`src/rtl/qnigma_crypt_pkg.sv`:
```
// Shared types and helpers for the X25519 sequencer.
// Status codes, FSM states, and scalar/u-coordinate preprocessing.
package qnigma_crypt_pkg;

  localparam int unsigned CRYPT_MAX_W = 1024;

  typedef enum logic [1:0] {
    STS_OK   = 2'd0,
    STS_ZERO = 2'd1,
    STS_TMO  = 2'd2,
    STS_LEN  = 2'd3
  } x25519_sts_t;

  typedef enum logic [2:0] {
    ST_IDLE,
    ST_LOAD,
    ST_START,
    ST_CALC,
    ST_RDREQ,
    ST_READ,
    ST_DONE
  } x25519_st_t;

  // Clamp a little-endian scalar of width w.
  function automatic logic [CRYPT_MAX_W-1:0] clamp_25519(
    input logic [CRYPT_MAX_W-1:0] s,
    input int unsigned            w
  );
    logic [CRYPT_MAX_W-1:0] r;
    r = s;
    r[2:0] = 3'b000;
    if (w > 255) begin
      r[255] = 1'b0;
      r[254] = 1'b1;
    end
    return r;
  endfunction

  function automatic logic [CRYPT_MAX_W-1:0] mask_u_25519(
    input logic [CRYPT_MAX_W-1:0] u
  );
    logic [CRYPT_MAX_W-1:0] r;
    r = u;
    r[255] = 1'b0;
    return r;
  endfunction

endpackage

```
`src/rtl/qnigma_x25519_ctl.sv`:
```
// X25519 request sequencer: clamps inputs, loads u into the ALU, runs
// the ECP core, reads the result back and returns it with a status.
// Ports: req_* request in, rsp_* response out, ecp_* core control,
// ext_wr_* / ext_rd_* ALU word bus. All outputs registered.
module qnigma_x25519_ctl
  import qnigma_crypt_pkg::*;
#(
  parameter int unsigned W         = 256,
  parameter int unsigned IFC_W     = 8,
  parameter int unsigned TMO_TICKS = 2**22
) (
  input  logic             clk,
  input  logic             rst,
  input  logic             req_val,
  output logic             req_rdy,
  input  logic             req_gen,
  input  logic [W-1:0]     req_scalar,
  input  logic [W-1:0]     req_u,
  output logic             rsp_val,
  input  logic             rsp_rdy,
  output logic [W-1:0]     rsp_dat,
  output logic [1:0]       rsp_sts,
  output logic             ecp_generator,
  output logic [W-1:0]     ecp_scalar,
  output logic             ecp_start,
  input  logic             ecp_ready,
  output logic [IFC_W-1:0] ext_wr_dat,
  output logic             ext_wr_val,
  output logic             ext_wr_sof,
  output logic             ext_rd_req,
  input  logic [IFC_W-1:0] ext_rd_dat,
  input  logic             ext_rd_val,
  input  logic             ext_rd_eof
);

  localparam int unsigned WORDS = W / IFC_W;
  localparam int unsigned CW    = $clog2(WORDS + 1);
  localparam logic [31:0] TMO_L = 32'(TMO_TICKS);

  x25519_st_t  state_q, state_d;
  x25519_sts_t sts_q, sts_d;
  logic             req_rdy_q, req_rdy_d;
  logic             gen_q, gen_d;
  logic [W-1:0]     scalar_q, scalar_d;
  logic [W-1:0]     u_q, u_d;
  logic [W-1:0]     res_q, res_d;
  logic [IFC_W-1:0] wr_dat_q, wr_dat_d;
  logic             wr_val_q, wr_val_d;
  logic             wr_sof_q, wr_sof_d;
  logic             start_q, start_d;
  logic             rd_req_q, rd_req_d;
  logic             rsp_val_q, rsp_val_d;
  logic [CW-1:0]    cnt_q, cnt_d;
  logic [31:0]      wd_q, wd_d;
  logic [W-1:0]     u_m;
  logic             tmo_hit;

  always_ff @(posedge clk) begin
    if (rst) begin
      state_q   <= ST_IDLE;
      sts_q     <= STS_OK;
      req_rdy_q <= 1'b0;
      gen_q     <= 1'b0;
      scalar_q  <= '0;
      u_q       <= '0;
      res_q     <= '0;
      wr_dat_q  <= '0;
      wr_val_q  <= 1'b0;
      wr_sof_q  <= 1'b0;
      start_q   <= 1'b0;
      rd_req_q  <= 1'b0;
      rsp_val_q <= 1'b0;
      cnt_q     <= '0;
      wd_q      <= '0;
    end else begin
      state_q   <= state_d;
      sts_q     <= sts_d;
      req_rdy_q <= req_rdy_d;
      gen_q     <= gen_d;
      scalar_q  <= scalar_d;
      u_q       <= u_d;
      res_q     <= res_d;
      wr_dat_q  <= wr_dat_d;
      wr_val_q  <= wr_val_d;
      wr_sof_q  <= wr_sof_d;
      start_q   <= start_d;
      rd_req_q  <= rd_req_d;
      rsp_val_q <= rsp_val_d;
      cnt_q     <= cnt_d;
      wd_q      <= wd_d;
    end
  end

  // wd_q holds cycles elapsed since the START cycle.
  assign tmo_hit = (TMO_TICKS != 0) && (wd_q + 32'd1 >= TMO_L);

  always_comb begin
    state_d   = state_q;
    sts_d     = sts_q;
    gen_d     = gen_q;
    scalar_d  = scalar_q;
    u_d       = u_q;
    res_d     = res_q;
    wr_dat_d  = wr_dat_q;
    wr_val_d  = 1'b0;
    wr_sof_d  = 1'b0;
    start_d   = 1'b0;
    rd_req_d  = 1'b0;
    rsp_val_d = rsp_val_q;
    cnt_d     = cnt_q;
    wd_d      = wd_q;
    u_m = W'(mask_u_25519(CRYPT_MAX_W'(req_u)));
    if (state_q == ST_CALC || state_q == ST_RDREQ ||
        state_q == ST_READ) begin
      if (wd_q != '1) wd_d = wd_q + 32'd1;
    end
    unique case (state_q)
      ST_IDLE: begin
        if (req_val && req_rdy_q) begin
          scalar_d = W'(clamp_25519(CRYPT_MAX_W'(req_scalar), W));
          gen_d    = req_gen;
          res_d    = '0;
          cnt_d    = '0;
          if (req_gen) begin
            start_d = 1'b1;
            state_d = ST_START;
          end else begin
            wr_val_d = 1'b1;
            wr_sof_d = 1'b1;
            wr_dat_d = u_m[IFC_W-1:0];
            u_d      = u_m >> IFC_W;
            cnt_d    = CW'(1);
            state_d  = ST_LOAD;
          end
        end
      end
      ST_LOAD: begin
        // cnt_q = words already placed on the bus
        if (cnt_q == CW'(WORDS)) begin
          start_d = 1'b1;
          state_d = ST_START;
        end else begin
          wr_val_d = 1'b1;
          wr_dat_d = u_q[IFC_W-1:0];
          u_d      = u_q >> IFC_W;
          cnt_d    = cnt_q + CW'(1);
        end
      end
      ST_START: begin
        wd_d    = 32'd1;
        state_d = ST_CALC;
      end
      ST_CALC: begin
        if (ecp_ready) begin
          rd_req_d = 1'b1;
          state_d  = ST_RDREQ;
        end else if (tmo_hit) begin
          rsp_val_d = 1'b1;
          sts_d     = STS_TMO;
          res_d     = '0;
          state_d   = ST_DONE;
        end
      end
      ST_RDREQ: begin
        cnt_d   = '0;
        state_d = ST_READ;
      end
      ST_READ: begin
        if (ext_rd_val) begin
          res_d = (res_q >> IFC_W) | (W'(ext_rd_dat) << (W - IFC_W));
          if (cnt_q != '1) cnt_d = cnt_q + CW'(1);
        end
        if (ext_rd_eof) begin
          rsp_val_d = 1'b1;
          state_d   = ST_DONE;
          if (cnt_d != CW'(WORDS)) sts_d = STS_LEN;
          else if (res_d == '0)    sts_d = STS_ZERO;
          else                     sts_d = STS_OK;
        end else if (tmo_hit) begin
          rsp_val_d = 1'b1;
          sts_d     = STS_TMO;
          res_d     = '0;
          state_d   = ST_DONE;
        end
      end
      ST_DONE: begin
        if (rsp_rdy) begin
          rsp_val_d = 1'b0;
          state_d   = ST_IDLE;
        end
      end
      default: state_d = ST_IDLE;
    endcase
    req_rdy_d = (state_d == ST_IDLE);
  end

  assign req_rdy       = req_rdy_q;
  assign rsp_val       = rsp_val_q;
  assign rsp_dat       = res_q;
  assign rsp_sts       = sts_q;
  assign ecp_generator = gen_q;
  assign ecp_scalar    = scalar_q;
  assign ecp_start     = start_q;
  assign ext_wr_dat    = wr_dat_q;
  assign ext_wr_val    = wr_val_q;
  assign ext_wr_sof    = wr_sof_q;
  assign ext_rd_req    = rd_req_q;

endmodule

```
`config.mk`:
```
export PLATFORM = sky130hd
export DESIGN_NAME = qnigma_x25519_ctl
export DESIGN_NICKNAME = d
export VERILOG_FILES = /design/src/rtl/qnigma_crypt_pkg.sv /design/src/rtl/qnigma_x25519_ctl.sv
export SDC_FILE = /design/constraint.sdc
export NUM_CORES = 2
export LEC_CHECK = 0
export CAP_MARGIN = 20
export CORE_AREA = 3 3 408 410
export DETAILED_ROUTE_END_ITERATION = 8
export DIE_AREA = 0 0 411 413
export HOLD_SLACK_MARGIN = 0.05
export PLACE_DENSITY_LB_ADDON = 0.1
export SLEW_MARGIN = 20
export SYNTH_ARGS = -nofsm -noshare
export SYNTH_HDL_FRONTEND = slang
export SYNTH_SLANG_ARGS = --single-unit
```
`constraint.sdc`:
```
create_clock -name clk -period 3.6 [get_ports clk]
set_input_delay 0.36 -clock clk [delete_from_list [all_inputs] [get_ports clk]]
set_output_delay 0.36 -clock clk [all_outputs]
set_load 0.05 [all_outputs]
```
==> run summary <==
pre-CTS WS - -0.160 ns
Vias/cell - 4.46
final hold violation count - 0
Register Area - 0.0163 sq mm
Die Y - 413 microns
Die Width - 411 microns
area share of the largest cell type after synthesis - 52.6%
Period minus WS final - 3.45 ns
Hold/Removal Path Class - input port to flop
Layout area overhead - 51.9%
area occupied by multi-input gates - 0.0131 sq mm
Site Rows - 148
P_leak - 16.5 nW
nets - 5,034
largest net degree at the start of global routing - 157
RSZ-0062 raised after global routing - false
worst skew pair latency - 0.71 ns
starting density of the core - 19.0%
Synth area leader - dfxtp_1
CP arrival - 4.07 ns
post-cts hold buffer count - 0
worst path cell trace - nor4_1 -> nand4_1 -> or4_1 -> nor4_1 -> a41oi_1 -> o41ai_1 -> buf_4 -> a32o_1
layout cell share with drive strength beyond 1 - 5.36%
first-pass GRT wire length - 225,000 microns
top post-synthesis cells by count - 1,056 x nand2_1, 813 x dfxtp_1, 316 x nor2_1
Final Wtd Congestion - 0.812
Layout Cells excl Fill - 6,781
CTS tree - built
Critical-path top delay cell - o41ai_1
Yosys cell types - 66
CTS buffer count - 103
final setup skew - 0.0408 ns
gr ovfl total - 0
Slew @ Worst Pin - 1.05 ns
die area - 0.170 sq mm
DP HPWL - 122,000 microns
initial antenna violation count - 76
antenna viol nets, final - 0
most used cell, CP - nor4_1
period utilisation layout - 95.8%
# clock sinks - 813
Top FF cell, synth - dfxtp_1
number of global-route vias before repair - 29,539
cell area power density - 667 mW/mm^2
fillers - 17,417
root buf cell - clkbuf_16
Worst IR Drop VDD - 0.364 mV
flops & latches, synth - 813
core area - 0.163 sq mm
Total Routing Usage GR - 18.2%
wire length per cell - 24.0 microns
Clock Tree Buf Depth - 3
WHS - 0.175 ns
Cell Area, Synth - 0.0309 sq mm
drt drc - 0
DR pass1 iterations - 5
Worst setup EP type - flop
Initial DRC Count - 1,979
fin. max-slew vios - 0
Post-Route WL - 163,000 microns
Area contributors post-synth - dfxtp_1 53%, nand2_1 13%, a22o_1 7.2%
Yosys warnings - 0
maximum fanout along the worst path - 4
post-synthesis sequential area ratio - 52.6%
Finished Core Util - 28.9%
Worst Setup Start Kind - flop
placed cell count - 6,573
boundary pin count - 1,057
setup ws final - 0.150 ns
number of flops mapped to enable cells by yosys - 0
Synth Area per Inst - 8.63 sq um
f_max - 290 MHz
htree depth - 3
CP bufs+invs - 1
Post-CTS Setup Bufs - 0
Post-synth ARST share - 0%
Port-buffer cells - 1,046
count leader, synth - nand2_1
status - completed
via count - 30,243
Post-CTS Resized - 0
Max-cap violations - 0
CTS clock-pin slew for the worst setup and hold paths - 0.06 ns
crit path kind - flop to flop
total power - 31.3 mW
Top delay family on crit path - simple AND/OR/NAND/NOR gates
cell count after synthesis - 3,584
Rel. slew slack - 29.2%
Setup violations, final - 0
WP data required - 4.22 ns
max incr delay on CP - 0.98 ns
## cell families after synthesis
kind of cell | share of synthesized area [%]
multiplexers | 0.0688
other | 0.0121
AO/OA/AOI/OAI | 20.2
flip-flops | 52.6
XOR/XNOR | 0.934
adder cells (fa/ha/maj) | 0.121
AND/OR/NAND/NOR | 20.8
buffers and inverters | 5.24
## registers in the layout (all words and copies together) (netlist names)
| register | count |
|---|---|
| ecp_generator | 1 |
| wd_q | 32 |
| ext_wr_dat | 8 |
| ecp_start | 1 |
| u_q | 247 |
| cnt_q | 6 |
| req_rdy | 1 |
| ext_rd_req | 1 |
| rsp_sts | 2 |
| ext_wr_sof | 1 |
| state_q | 3 |
| ecp_scalar | 252 |
| ext_wr_val | 1 |
| rsp_val | 1 |
| rsp_dat | 256 |
## final timing paths
check | startpoint | end | slack (ns) | cells past startpoint
worst min register to register | ecp_scalar[218]$_SDFFE_PP0P_ | ecp_scalar[218]$_SDFFE_PP0P_ | 0.45 | 2
worst max register to register | rsp_dat[117]$_SDFFE_PP0P_ | rsp_sts[0]$_SDFFE_PP0P_ | 0.15 | 8
worst max-delay path | rsp_dat[117]$_SDFFE_PP0P_ | rsp_sts[0]$_SDFFE_PP0P_ | 0.15 | 8
worst min-delay path | rst | u_q[25]$_SDFFE_PP0P_ | 0.18 | 2
## layer usage
metal / up-vias / wire length [microns] / track usage, %
met4: 4 / 3430 / 5.42
li1: 14459 / - / -
met2: 999 / 81500 / 31.7
met5: - / 27 / 0
met1: 14538 / 65200 / 21.1
met3: 243 / 12600 / 5.85
## cell type report
type	count	share of cell area, %
Antenna cell	19	0.101
Tap cell	2175	5.79
Sequential cell	813	34.6
Timing Repair Buffer	1118	24.3
Inverter	13	0.104
Multi-Input combinational cell	2454	27.8
Clock buffer	161	6.46
Clock inverter	28	0.714
## where the power goes
| part | switching, mW | total [mW] | leakage (nW) | internal (mW) |
|---|---|---|---|---|
| Sequential | 0.888 | 11.5 | 6.61 | 10.6 |
| Combinational | 6.18 | 9.46 | 8.27 | 3.28 |
| Clock | 4.35 | 10.4 | 1.65 | 6.01 |
## layout by cell type, fill, tap and decap left out, types with 4 or more instances in the layout
master,netlist,final
dfxtp_1,813,813
a41oi_1,4,4
clkbuf_8,0,24
conb_1,1,4
clkdlybuf4s50_1,0,1045
clkinv_16,0,4
nor3_1,24,24
and3_1,11,11
o21ai_0,10,10
nor4_1,61,60
diode_2,0,19
inv_1,13,13
clkbuf_16,0,103
buf_12,0,34
a21o_1,4,4
nand4_1,21,21
or4_1,10,9
xor2_1,16,16
a22o_1,256,256
buf_4,11,38
a311oi_1,247,247
a21oi_1,280,280
or3_1,9,9
clkbuf_1,221,34
a31oi_1,4,4
clkinv_2,0,17
and2_1,5,4
xnor2_1,17,17
nand2_1,1056,1055
and4_1,5,5
nand3_1,39,39
nor2_1,316,316
## metrics by stage
step	TNS (ns)	area, sq um
floorplan	0	30900
detailed placement	-0.160	43600
finish	0	47000
global placement	-0.179	43600
global route	0	47000
CTS	0	46900
Power figures use the tool's default switching activity.
